[src/rtl/bus_arbiter_ctrl.sv]
// Two-master round-robin bus arbiter with address decode and slave-ready handshake.
// Optional watchdog: define BUS_TIMEOUT_EN to force an error after TIMEOUT cycles without ready.
module bus_arbiter_ctrl #(
    parameter int         ADDR_W      = 16,
    parameter int         DATA_W      = 32,
    parameter logic [3:0] SLV1_REGION = 4'h0,
    parameter logic [3:0] SLV2_REGION = 4'h1,
    parameter int         TIMEOUT     = 16
) (
    input  logic              clk,
    input  logic              rst,
    input  logic              req_m1,
    input  logic              req_m2,
    input  logic [ADDR_W-1:0] addr_m1,
    input  logic [ADDR_W-1:0] addr_m2,
    input  logic [DATA_W-1:0] wdata_m1,
    input  logic [DATA_W-1:0] wdata_m2,
    output logic              gnt_m1,
    output logic              gnt_m2,
    output logic              done_m1,
    output logic              done_m2,
    output logic              err_m1,
    output logic              err_m2,
    output logic [ADDR_W-1:0] HADDR,
    output logic [DATA_W-1:0] HWDATA,
    output logic              hsel_1,
    output logic              hsel_2,
    input  logic              sl_rdy_1,
    input  logic              sl_rdy_2,
    input  logic              slrsp_1,
    input  logic              slrsp_2
);

    typedef enum logic [1:0] {
        S_IDLE = 2'd0,
        S_ADDR = 2'd1,
        S_WAIT = 2'd2,
        S_DONE = 2'd3
    } state_t;

    state_t            state_q, state_d;
    logic              ptr_q, ptr_d;          // 0: favour M1, 1: favour M2
    logic              owner_q, owner_d;      // 0: M1 owns the bus, 1: M2
    logic              sel1_q, sel1_d;
    logic              sel2_q, sel2_d;
    logic              xfer_err_q, xfer_err_d;
    logic              err_m1_q, err_m1_d;
    logic              err_m2_q, err_m2_d;
    logic [ADDR_W-1:0] haddr_q, haddr_d;
    logic [DATA_W-1:0] hwdata_q, hwdata_d;

    logic              any_req;
    logic              win_m2;
    logic [ADDR_W-1:0] win_addr;
    logic [DATA_W-1:0] win_wdata;
    logic [3:0]        win_region;
    logic              dec_s1;
    logic              dec_s2;
    logic              sel_rdy;
    logic              sel_rsp;
    logic              busy;
    logic              timeout_hit;

    // Arbitration: a lone requester always wins; on contention the pointer decides.
    assign any_req    = req_m1 | req_m2;
    assign win_m2     = req_m2 & (~req_m1 | ptr_q);
    assign win_addr   = win_m2 ? addr_m2 : addr_m1;
    assign win_wdata  = win_m2 ? wdata_m2 : wdata_m1;
    assign win_region = win_addr[ADDR_W-1 -: 4];

    // Slave 1 takes priority if both regions are configured identically.
    assign dec_s1 = (win_region == SLV1_REGION);
    assign dec_s2 = ~dec_s1 & (win_region == SLV2_REGION);

    // Only the decoded slave's handshake is observed.
    assign sel_rdy = (sel1_q & sl_rdy_1) | (sel2_q & sl_rdy_2);
    assign sel_rsp = (sel1_q & slrsp_1) | (sel2_q & slrsp_2);
    assign busy    = (state_q == S_ADDR) || (state_q == S_WAIT);

`ifdef BUS_TIMEOUT_EN
    localparam int CNT_W = (TIMEOUT > 1) ? $clog2(TIMEOUT) : 1;

    logic [CNT_W-1:0] cnt_q, cnt_d;

    // Counts cycles spent in ADDR+WAIT; restarts from zero on every transfer.
    always_comb begin
        cnt_d = '0;
        if (busy) begin
            cnt_d = cnt_q + 1'b1;
        end
    end

    always_ff @(posedge clk or negedge rst) begin
        if (!rst) begin
            cnt_q <= '0;
        end else begin
            cnt_q <= cnt_d;
        end
    end

    assign timeout_hit = (cnt_q == CNT_W'(TIMEOUT - 1));
`else
    // Without the watchdog a transfer waits for ready indefinitely; TIMEOUT is unused.
    if (TIMEOUT < 1) begin : g_timeout_unused
    end
    assign timeout_hit = 1'b0;
`endif

    // State register
    always_ff @(posedge clk or negedge rst) begin
        if (!rst) begin
            state_q    <= S_IDLE;
            ptr_q      <= 1'b0;
            owner_q    <= 1'b0;
            sel1_q     <= 1'b0;
            sel2_q     <= 1'b0;
            xfer_err_q <= 1'b0;
            err_m1_q   <= 1'b0;
            err_m2_q   <= 1'b0;
            haddr_q    <= '0;
            hwdata_q   <= '0;
        end else begin
            state_q    <= state_d;
            ptr_q      <= ptr_d;
            owner_q    <= owner_d;
            sel1_q     <= sel1_d;
            sel2_q     <= sel2_d;
            xfer_err_q <= xfer_err_d;
            err_m1_q   <= err_m1_d;
            err_m2_q   <= err_m2_d;
            haddr_q    <= haddr_d;
            hwdata_q   <= hwdata_d;
        end
    end

    // Next-state logic
    always_comb begin
        state_d    = state_q;
        ptr_d      = ptr_q;
        owner_d    = owner_q;
        sel1_d     = sel1_q;
        sel2_d     = sel2_q;
        xfer_err_d = xfer_err_q;
        err_m1_d   = err_m1_q;
        err_m2_d   = err_m2_q;
        haddr_d    = haddr_q;
        hwdata_d   = hwdata_q;

        unique case (state_q)
            S_IDLE: begin
                if (any_req) begin
                    owner_d  = win_m2;
                    haddr_d  = win_addr;
                    hwdata_d = win_wdata;
                    sel1_d   = dec_s1;
                    sel2_d   = dec_s2;
                    if (dec_s1 || dec_s2) begin
                        xfer_err_d = 1'b0;
                        state_d    = S_ADDR;
                    end else begin
                        xfer_err_d = 1'b1;
                        state_d    = S_DONE;
                    end
                end
            end
            S_ADDR, S_WAIT: begin
                if (sel_rdy) begin
                    xfer_err_d = sel_rsp;
                    state_d    = S_DONE;
                end else if (timeout_hit) begin
                    xfer_err_d = 1'b1;
                    state_d    = S_DONE;
                end else begin
                    state_d = S_WAIT;
                end
            end
            S_DONE: begin
                // Latch the reported status so it persists until this master's next done.
                if (owner_q) begin
                    err_m2_d = xfer_err_q;
                end else begin
                    err_m1_d = xfer_err_q;
                end
                ptr_d   = ~owner_q;
                sel1_d  = 1'b0;
                sel2_d  = 1'b0;
                state_d = S_IDLE;
            end
            default: begin
                state_d = S_IDLE;
            end
        endcase
    end

    // Output logic
    always_comb begin
        gnt_m1  = 1'b0;
        gnt_m2  = 1'b0;
        done_m1 = 1'b0;
        done_m2 = 1'b0;
        err_m1  = err_m1_q;
        err_m2  = err_m2_q;
        hsel_1  = 1'b0;
        hsel_2  = 1'b0;
        HADDR   = haddr_q;
        HWDATA  = hwdata_q;

        if (state_q != S_IDLE) begin
            gnt_m1 = ~owner_q;
            gnt_m2 = owner_q;
        end

        if (busy) begin
            hsel_1 = sel1_q;
            hsel_2 = sel2_q;
        end

        // The fresh status is visible in the same cycle as the done pulse.
        if (state_q == S_DONE) begin
            if (owner_q) begin
                done_m2 = 1'b1;
                err_m2  = xfer_err_q;
            end else begin
                done_m1 = 1'b1;
                err_m1  = xfer_err_q;
            end
        end
    end

endmodule

[config.mk]
export PLATFORM = sky130hd
export DESIGN_NAME = bus_arbiter_ctrl
export DESIGN_NICKNAME = d
export VERILOG_FILES = /design/src/rtl/bus_arbiter_ctrl.sv
export SDC_FILE = /design/constraint.sdc
export NUM_CORES = 1
export LEC_CHECK = 0
export ABC_AREA = 1
export CAP_MARGIN = 20
export CORE_ASPECT_RATIO = 1.2
export CORE_UTILIZATION = 35
export CTS_BUF_LIST = sky130_fd_sc_hd__clkbuf_8
export CTS_CLUSTER_SIZE = 24
export DETAILED_ROUTE_END_ITERATION = 16
export GPL_ROUTABILITY_DRIVEN = 1
export PLACE_DENSITY = 0.77
export SLEW_MARGIN = 15
export SYNTH_ARGS = -nofsm -noshare
export SYNTH_HDL_FRONTEND = slang
export SYNTH_SLANG_ARGS = --single-unit
[constraint.sdc]
create_clock -name clk -period 1.4 [get_ports clk]
set_input_delay 0.28 -clock clk [delete_from_list [all_inputs] [get_ports clk]]
set_output_delay 0.28 -clock clk [all_outputs]
set_load 0.05 [all_outputs]
Word level (Yosys, flattened, before mapping)
Index checks and enable logic that the tools add are counted.
{ "classes": {"magnitude_cmp": 0, "shifts": 0, "div": 0, "n_mul": 0, "n_reduce_logical": 11, "n_addsub": 0, "mux": 26, "n_bitwise": 13, "n_eq_ne": 6} }
{ "op_table": {"columns": ["op", "n"], "rows": [
  ["two-way mux 32 bit", 1],
  ["two-way mux 1 bit", 18],
  ["two-way mux 16 bit", 1],
  ["AND 1 bit", 6],
  ["case mux 1 bit (2 select lines)", 3],
  ["case mux 2 bit (3 select lines)", 1],
  ["nonzero test 2 bit", 3],
  ["equality test 2 bit (second input constant)", 2],
  ["equality test 4 x 1 -> 1 bit (second input constant)", 1],
  ["logical NOT 4 bit", 1],
  ["two-way mux 2 bit", 2],
  ["inequality test 2 bit (second input constant)", 2],
  ["OR 1 bit", 4],
  ["AND reduction 2 bit", 2],
  ["NOT 1 bit", 3],
  ["AND reduction 3 bit", 1],
  ["equality test 2 x 1 -> 1 bit (second input constant)", 1],
  ["logical NOT 2 bit", 1],
  ["logical OR 1 bit", 2],
  ["OR reduction 2 bit", 1]
]} }
{ "word_totals": {"mem_bits_ro": 0, "out_inout_bits": 56, "ramBits": 0, "memories": 0, "regBits": 57, "latchBits": 0} }

Depth between registers and ports, before layout
{ "logic_depth": {"depth_word": 11, "mapped_depth": 9, "ltp_nobuf": 8} }

Worst setup path before layout
OpenSTA, ideal clock, no wires.
{ "synth_path": {"kind": "register to output", "startpoint": "reg state_q[1]", "endpoint": "out err_m1", "stages_incl_launch_ff": 4, "t_required_ps": 1120, "arrival_time_ps": 1806, "path_slack_ps": -686, "path_cell_list": "dfrtp_1 -> ha_1 -> nand2_1 -> o21ai_0"} }
{ "synth_between": {"elab_chain_len": 2} }
{ "synth_lines": {"columns": ["element", "line", "source"], "rows": [
  ["from (decl)", "41", "state_t state_q, state_d;"],
  ["from (signal assigned)", "123", "state_q <= state_d;"],
  ["equality test 2 bit", "219", "if (state_q == S_DONE) begin"],
  ["two-way mux 1 bit", "219", null],
  ["to (decl)", "22", "output logic err_m1,"]
]} }
No other way between the ends.

Final worst setup path
{ "layout_path": {"startpoint": "reg state_q[1]", "endpoint": "out hsel_1"} }
{ "layout_between": {"elab_chain_len": 3} }
{ "layout_lines": {"columns": ["element", "line", "source"], "rows": [
  ["equality test 2 x 1 -> 1 bit / equality test 2 bit (equally long branches)", "78", "assign busy = (state_q == S_ADDR) || (state_q == S_WAIT);"],
  ["logical OR 1 bit (*)", "78", null],
  ["two-way mux 1 bit (*)", "213", "if (busy) begin"],
  ["to (decl)", "26", "output logic hsel_1,"]
]} }
Mark *: on every way between the ends. The rest lies on a longest branch, timed or not.

==> flow_summary.yaml <==
status:
  outcome: "finished, violations left"
  violations: "setup timing"
grt:
  grt_max_degree: 58
  grt_overflow_total: 0
  grt_util_met2_pct: 43.1
  first_global_vias: 3224
  antenna_found_initial: 0
  grt_usage_pct: 25.1
  use_met1_pct: 27.8
  grt-busiest-layer: "met2"
  grt_pass1_wl_um: 15400
  use_met3_pct: 7.50
yosys:
  syn_inst: 341
  avgSynthCellArea_um2: 8.03
  ys_types: 20
  netlist_area_um2: 2740
  synth_nets: 448
  ys_seq_area_share_pct: 52.1
  synth-seq-cells: 57
  ys_warn_count: 0
route:
  viasPerCell: 5.34
  via_count: 3378
  ant_nets: 0
  drc: 0
  first_pass_iters: 4
  post_drt_wl_per_cell_um: 19.5
  drt_iter0_markers: 117
  routed_wl_um: 12300
place:
  placed_area_um2: 5140
  place.gp.congestion: 0.811
  pre_cts_ws_ns: -0.331
  place_hpwl_um: 7000
  port_buffers: 159
sta:
  setup_slack_ns: -0.313
  finalSetupViolCount: 61
  hold_viol_final: 0
  period_share_pct: 122
  layout_min_cycle_time_ns: 1.71
  fmax_ghz: 0.584
  fin_setup_tns_ns: -10.04
  skew_ns: 0.0128
  report.final.slew_viol_count: 0
  rsz0062_at_grt: "true"
  slew_headroom_pct: 79.0
  tightest_slew_ns: 0.316
hold_path:
  hold_class: "in2async"
flow_run:
  drv_cap: 0
critical_path:
  r2r_cells: 11
  arrival_ns: 1.43
  startpoint_type: "register"
  regToRegEndpoint: "state_q[1]"
  crit_fanout: 3
  worstSetupEndpointType: "output pin"
  cp-startpoint: "state_q[1]"
  critical_path_class: "reg2out"
  reg2reg_setup_slack_ns: -0.31
  r2r-start: "state_q[1]"
  worstPathRequired_ns: 1.12
  worstSetupEndpoint: "hsel_1"
floorplanning:
  start_util_pct: 37.0
  ios: 160
  coreArea_um2: 7400
  dieArea_um2: 8180
  fp.dieH_um: 98.9
  rows: 34
  die_w_um: 82.8
clock_network:
  clkTransAtPathRegs_ns: 0.07
  cts_sinks: 57
  cts_buffer_depth: 2
  clkLatencyLatePin_ns: 0.33
  cts_tree: "yes"
  numCtsBuffers: 9
  root_buffer: "clkbuf_8"
  cts_htree_levels: 3
layout:
  final_nets: 643
  syn2layout_area_growth_pct: 130
  fin_area_um2: 6310
  multi_input_area_um2: 1790
  seqCellArea_um2: 1430
  drive_gt1_share_pct: 44.5
  fill_cells: 348
  layout_commonest_cell: "clkdlybuf4s50_1"
  mostFrequentLayoutCells: "clkdlybuf4s50_1 (102), nand2_1 (63), buf_12 (62), dfrtp_1 (55), a21oi_1 (47)"
power:
  ir_worst_vdd_v: 0.00223
  p_leak_nw: 2.64
  power_density_nw_per_um2: 2690
[flip-flops by register name, indices dropped and copies added, names as in the netlist]
signal / count
HWDATA: 32
HADDR: 16
state_q: 2
err_m1_q: 1
err_m2_q: 1
owner_q: 1
ptr_q: 1
sel1_q: 1
sel2_q: 1
xfer_err_q: 1
[metrics by stage]
stage	std cells	total power (W)	hold slack, ns	utilization (%)
finish	632	0.0170	0.476	85.2
global route	631	0.0176	0.489	85.2
CTS	619	0.0146	0.477	74.3
detailed placement	591	0.0125	0.312	69.4
global placement	591	0.0123	0.309	69.4
floorplan	341	0.00772	-0.0156	-
[cells in the mapped netlist]
master / count / area share, %
a32oi_1: 1 / 0.32
o21ai_1: 1 / 0.18
dfrtp_1: 57 / 52
nor2_1: 51 / 7.0
nand2_2: 2 / 0.46
o211ai_1: 1 / 0.27
nand3_1: 5 / 0.91
ha_1: 3 / 1.4
o21ai_4: 1 / 0.59
inv_1: 20 / 2.7
buf_2: 9 / 1.6
buf_6: 1 / 0.41
and2_1: 1 / 0.23
nand2_1: 74 / 10
nand3b_1: 1 / 0.27
inv_2: 2 / 0.27
buf_4: 8 / 2.2
nand4_1: 2 / 0.46
a21oi_1: 91 / 17
o21ai_0: 10 / 1.8
[cell families after synthesis]
logic type	after synthesis	synth area share (%)
and+or+nand+nor	136	19.5
adders and majority gates	3	1.37
buffers and inverters	40	7.26
AOI/OAI and AO/OA	105	19.8
DFF	57	52.1
[power by group]
part / internal, W / total (W) / switching [W]
Sequential: 0.00247 / 0.00374 / 0.00128
Clock: 0.000953 / 0.00163 / 0.000677
Combinational: 0.00560 / 0.0116 / 0.00602
Total: 0.00902 / 0.0170 / 0.00797
[worst min path at each step]
stage	slack, ns	startpoint	cells past startpoint	end
6_report	0.48	rst	3	HADDR[10]
5_1_grt	0.49	rst	3	HADDR[8]
4_1_cts	0.48	rst	3	HWDATA[26]
3_5_place_dp	0.31	rst	2	HADDR[8]
3_3_place_gp	0.31	rst	2	HADDR[5]
2_1_floorplan	-0.02	rst	0	HADDR[0]
[final cells by class]
type | instances | share of cell area, %
Timing Repair Buffer | 202 | 42.2
Multi-Input combinational cell | 244 | 28.4
Sequential cell | 57 | 22.6
Clock buffer | 12 | 2.62
Tap cell | 90 | 1.79
Inverter | 22 | 1.63
Clock inverter | 4 | 0.674
Antenna cell | 1 | 0.0397
[timing repair]
item                       CTS  global route
hold endpoints to repair    57             0
hold buffers                 1             0
cloned                       1             5
pin swaps                    3            11
resized for setup           14           178
buffers inserted            10             8
setup endpoints to repair    9            59
[worst max-delay path, cell delays in order (launching register included)]
cell and delay, ns:
dfrtp_2 0.46, inv_2 0.09, ha_4 0.21, nand2_4 0.07, clkinvlp_4 0.11, buf_12 0.16
[layer usage]
layer  routed length (um)  vias to the layer above
li1                     -                     1511
met3                  885                       42
met4                  485                        0
met1                 4320                     1649
met2                 6650                      176
met5                    0                        -
No activity file was read; power rests on OpenSTA's default activity.
==> variant, RTL diff (same flow settings) <==
The parameter `ADDR_W` goes from 16 to 17.
--- a/src/rtl/bus_arbiter_ctrl.sv
+++ b/src/rtl/bus_arbiter_ctrl.sv
@@ -2,5 +2,5 @@
 // Optional watchdog: define BUS_TIMEOUT_EN to force an error after TIMEOUT cycles without ready.
 module bus_arbiter_ctrl #(
-    parameter int         ADDR_W      = 16,
+    parameter int         ADDR_W      = 17,
     parameter int         DATA_W      = 32,
     parameter logic [3:0] SLV1_REGION = 4'h0,
Interface: changed (resized HADDR, addr_m1 and addr_m2); port bits go from 160 to 163. No check against the original RTL was run, so the function may have changed too.
==> variant against the original RTL <==
  * The flow still finishes with violations (negative setup slack)
  * Wire length shrank 9.8%
  * Synthesized area grew 5.9%
  * Register-to-register slack gained 0.03 ns
  * Power shrank 2.2%
  * Critical path depth is the same
  * Utilization shrank 6.3 points
  * Worst setup slack gained 0.018 ns
  * Cell area grew 0.93%
  * Cell count grew 1.4%
  * Sequential cell count grew 1
  * Largest cell class unchanged
  * Highest routed layer unchanged
==> variant: results <==
[synthesis]
synth.lib_cells_used.distinct = 22
synth.cells.most_frequent = "82 x a21oi_1, 75 x nand2_1, 58 x dfrtp_1, 52 x nor2_1, 20 x inv_1"
synth_sequential_area_ratio = 0.500
synth.top_cells.by_area = "dfrtp_1 50%, a21oi_1 14%, nand2_1 9.7%, nor2_1 6.7%, buf_6 5.4%"
post_synth_inst_count = 347

[finish]
design.final.nets = 651
final_layout_size_suffix_gt1_frac = 0.441

[worst_setup_path]
critical_path.max_stage_delay_ns = 0.44
rr_endpoint = "HWDATA[15]"
timing.critical_path.to = "hsel_2"
crit-reg2reg-launch = "state_q[0]"
reg2regPathDepth = 8

[placed_design]
place.port_buffers = 162
globalplace.congestion = 0.840
dpl-instance-area_mm2 = 0.00529
post_dp_hpwl_um = 6990

[sta]
totalNegativeSetupSlack_ns = -12.61
skew_ns = 0.00849
report.final.setup_viol = 58
finalWorstSetupSlack_ns = -0.295
timing.slew.headroom = 0.682

[run_status]
result_of_the_run = "finished with violations"
violations = "negative setup slack"

[global_route]
grt_max_degree = 39
global_route_wire_length_before_repair_um = 15000
first_global_vias = 3067

[drt]
via_per_inst = 5.10
detail_route.iter0.violations = 146
routedWlPerCell_um = 17.4

[power]
power.ir.vdd_worst_mv = 1.49

[min_path]
holdCritPathClass = "in -> reg"

[clock_tree]
cts.repair.resized = 18
## variant: per-stage QoR
stage	hold slack [ns]	util	total power [mW]
floorplan	-0.0156	-	8.03
finish	0.492	0.790	16.6
detailed placement	0.314	0.656	12.8
global route	0.493	0.790	17.3
CTS	0.483	0.690	14.5
global placement	0.311	0.656	12.6
## variant: logic make-up (layout without fill, tap and decap cells)
logic type	count (synthesis)	count (layout)	share of synthesized area
fa+ha+maj	3	3	0.0129
buf+inv	41	239	0.0962
flops	58	58	0.500
compound gates	107	107	0.202
simple gates	138	139	0.188
## variant: per-layer routing
metal	GRT usage	wire length [um]	up-vias
li1	-	-	1532
met5	0	0	-
met3	0.0473	608	29
met1	0.271	4320	1576
met4	0.103	344	0
met2	0.389	5850	130
## variant: worst max-delay path: cells and delay by family (launching register included)
family | cells | cell delay, ns
adder cells (fa/ha/maj) | 1 | 0.23
flip-flops | 1 | 0.44
buffers and inverters | 3 | 0.35
AND/OR/NAND/NOR | 1 | 0.07
## variant: worst min-delay path by stage
stage                       from         end  slack (ns)
finish                addr_m2[6]    HADDR[6]        0.49
global placement             rst   HADDR[11]        0.31
floorplan                    rst    HADDR[0]       -0.02
global route        wdata_m2[12]  HWDATA[12]        0.49
detailed placement           rst   HADDR[11]        0.31
CTS                   addr_m2[6]    HADDR[6]        0.48
## variant: final cells by class
cell class                      instances  area, um2
Clock inverter                          4       18.8
Sequential cell                        58       1450
Timing Repair Buffer                  202       2740
Fill cell                             496       1700
Multi-Input combinational cell        249       1780
Tap cell                               95        119
Clock buffer                           11        151
Inverter                               22       98.8
## variant: power by group
part | internal, mW | switching, mW
Combinational | 5.62 | 5.90
Clock | 0.713 | 0.650
Sequential | 2.51 | 1.23
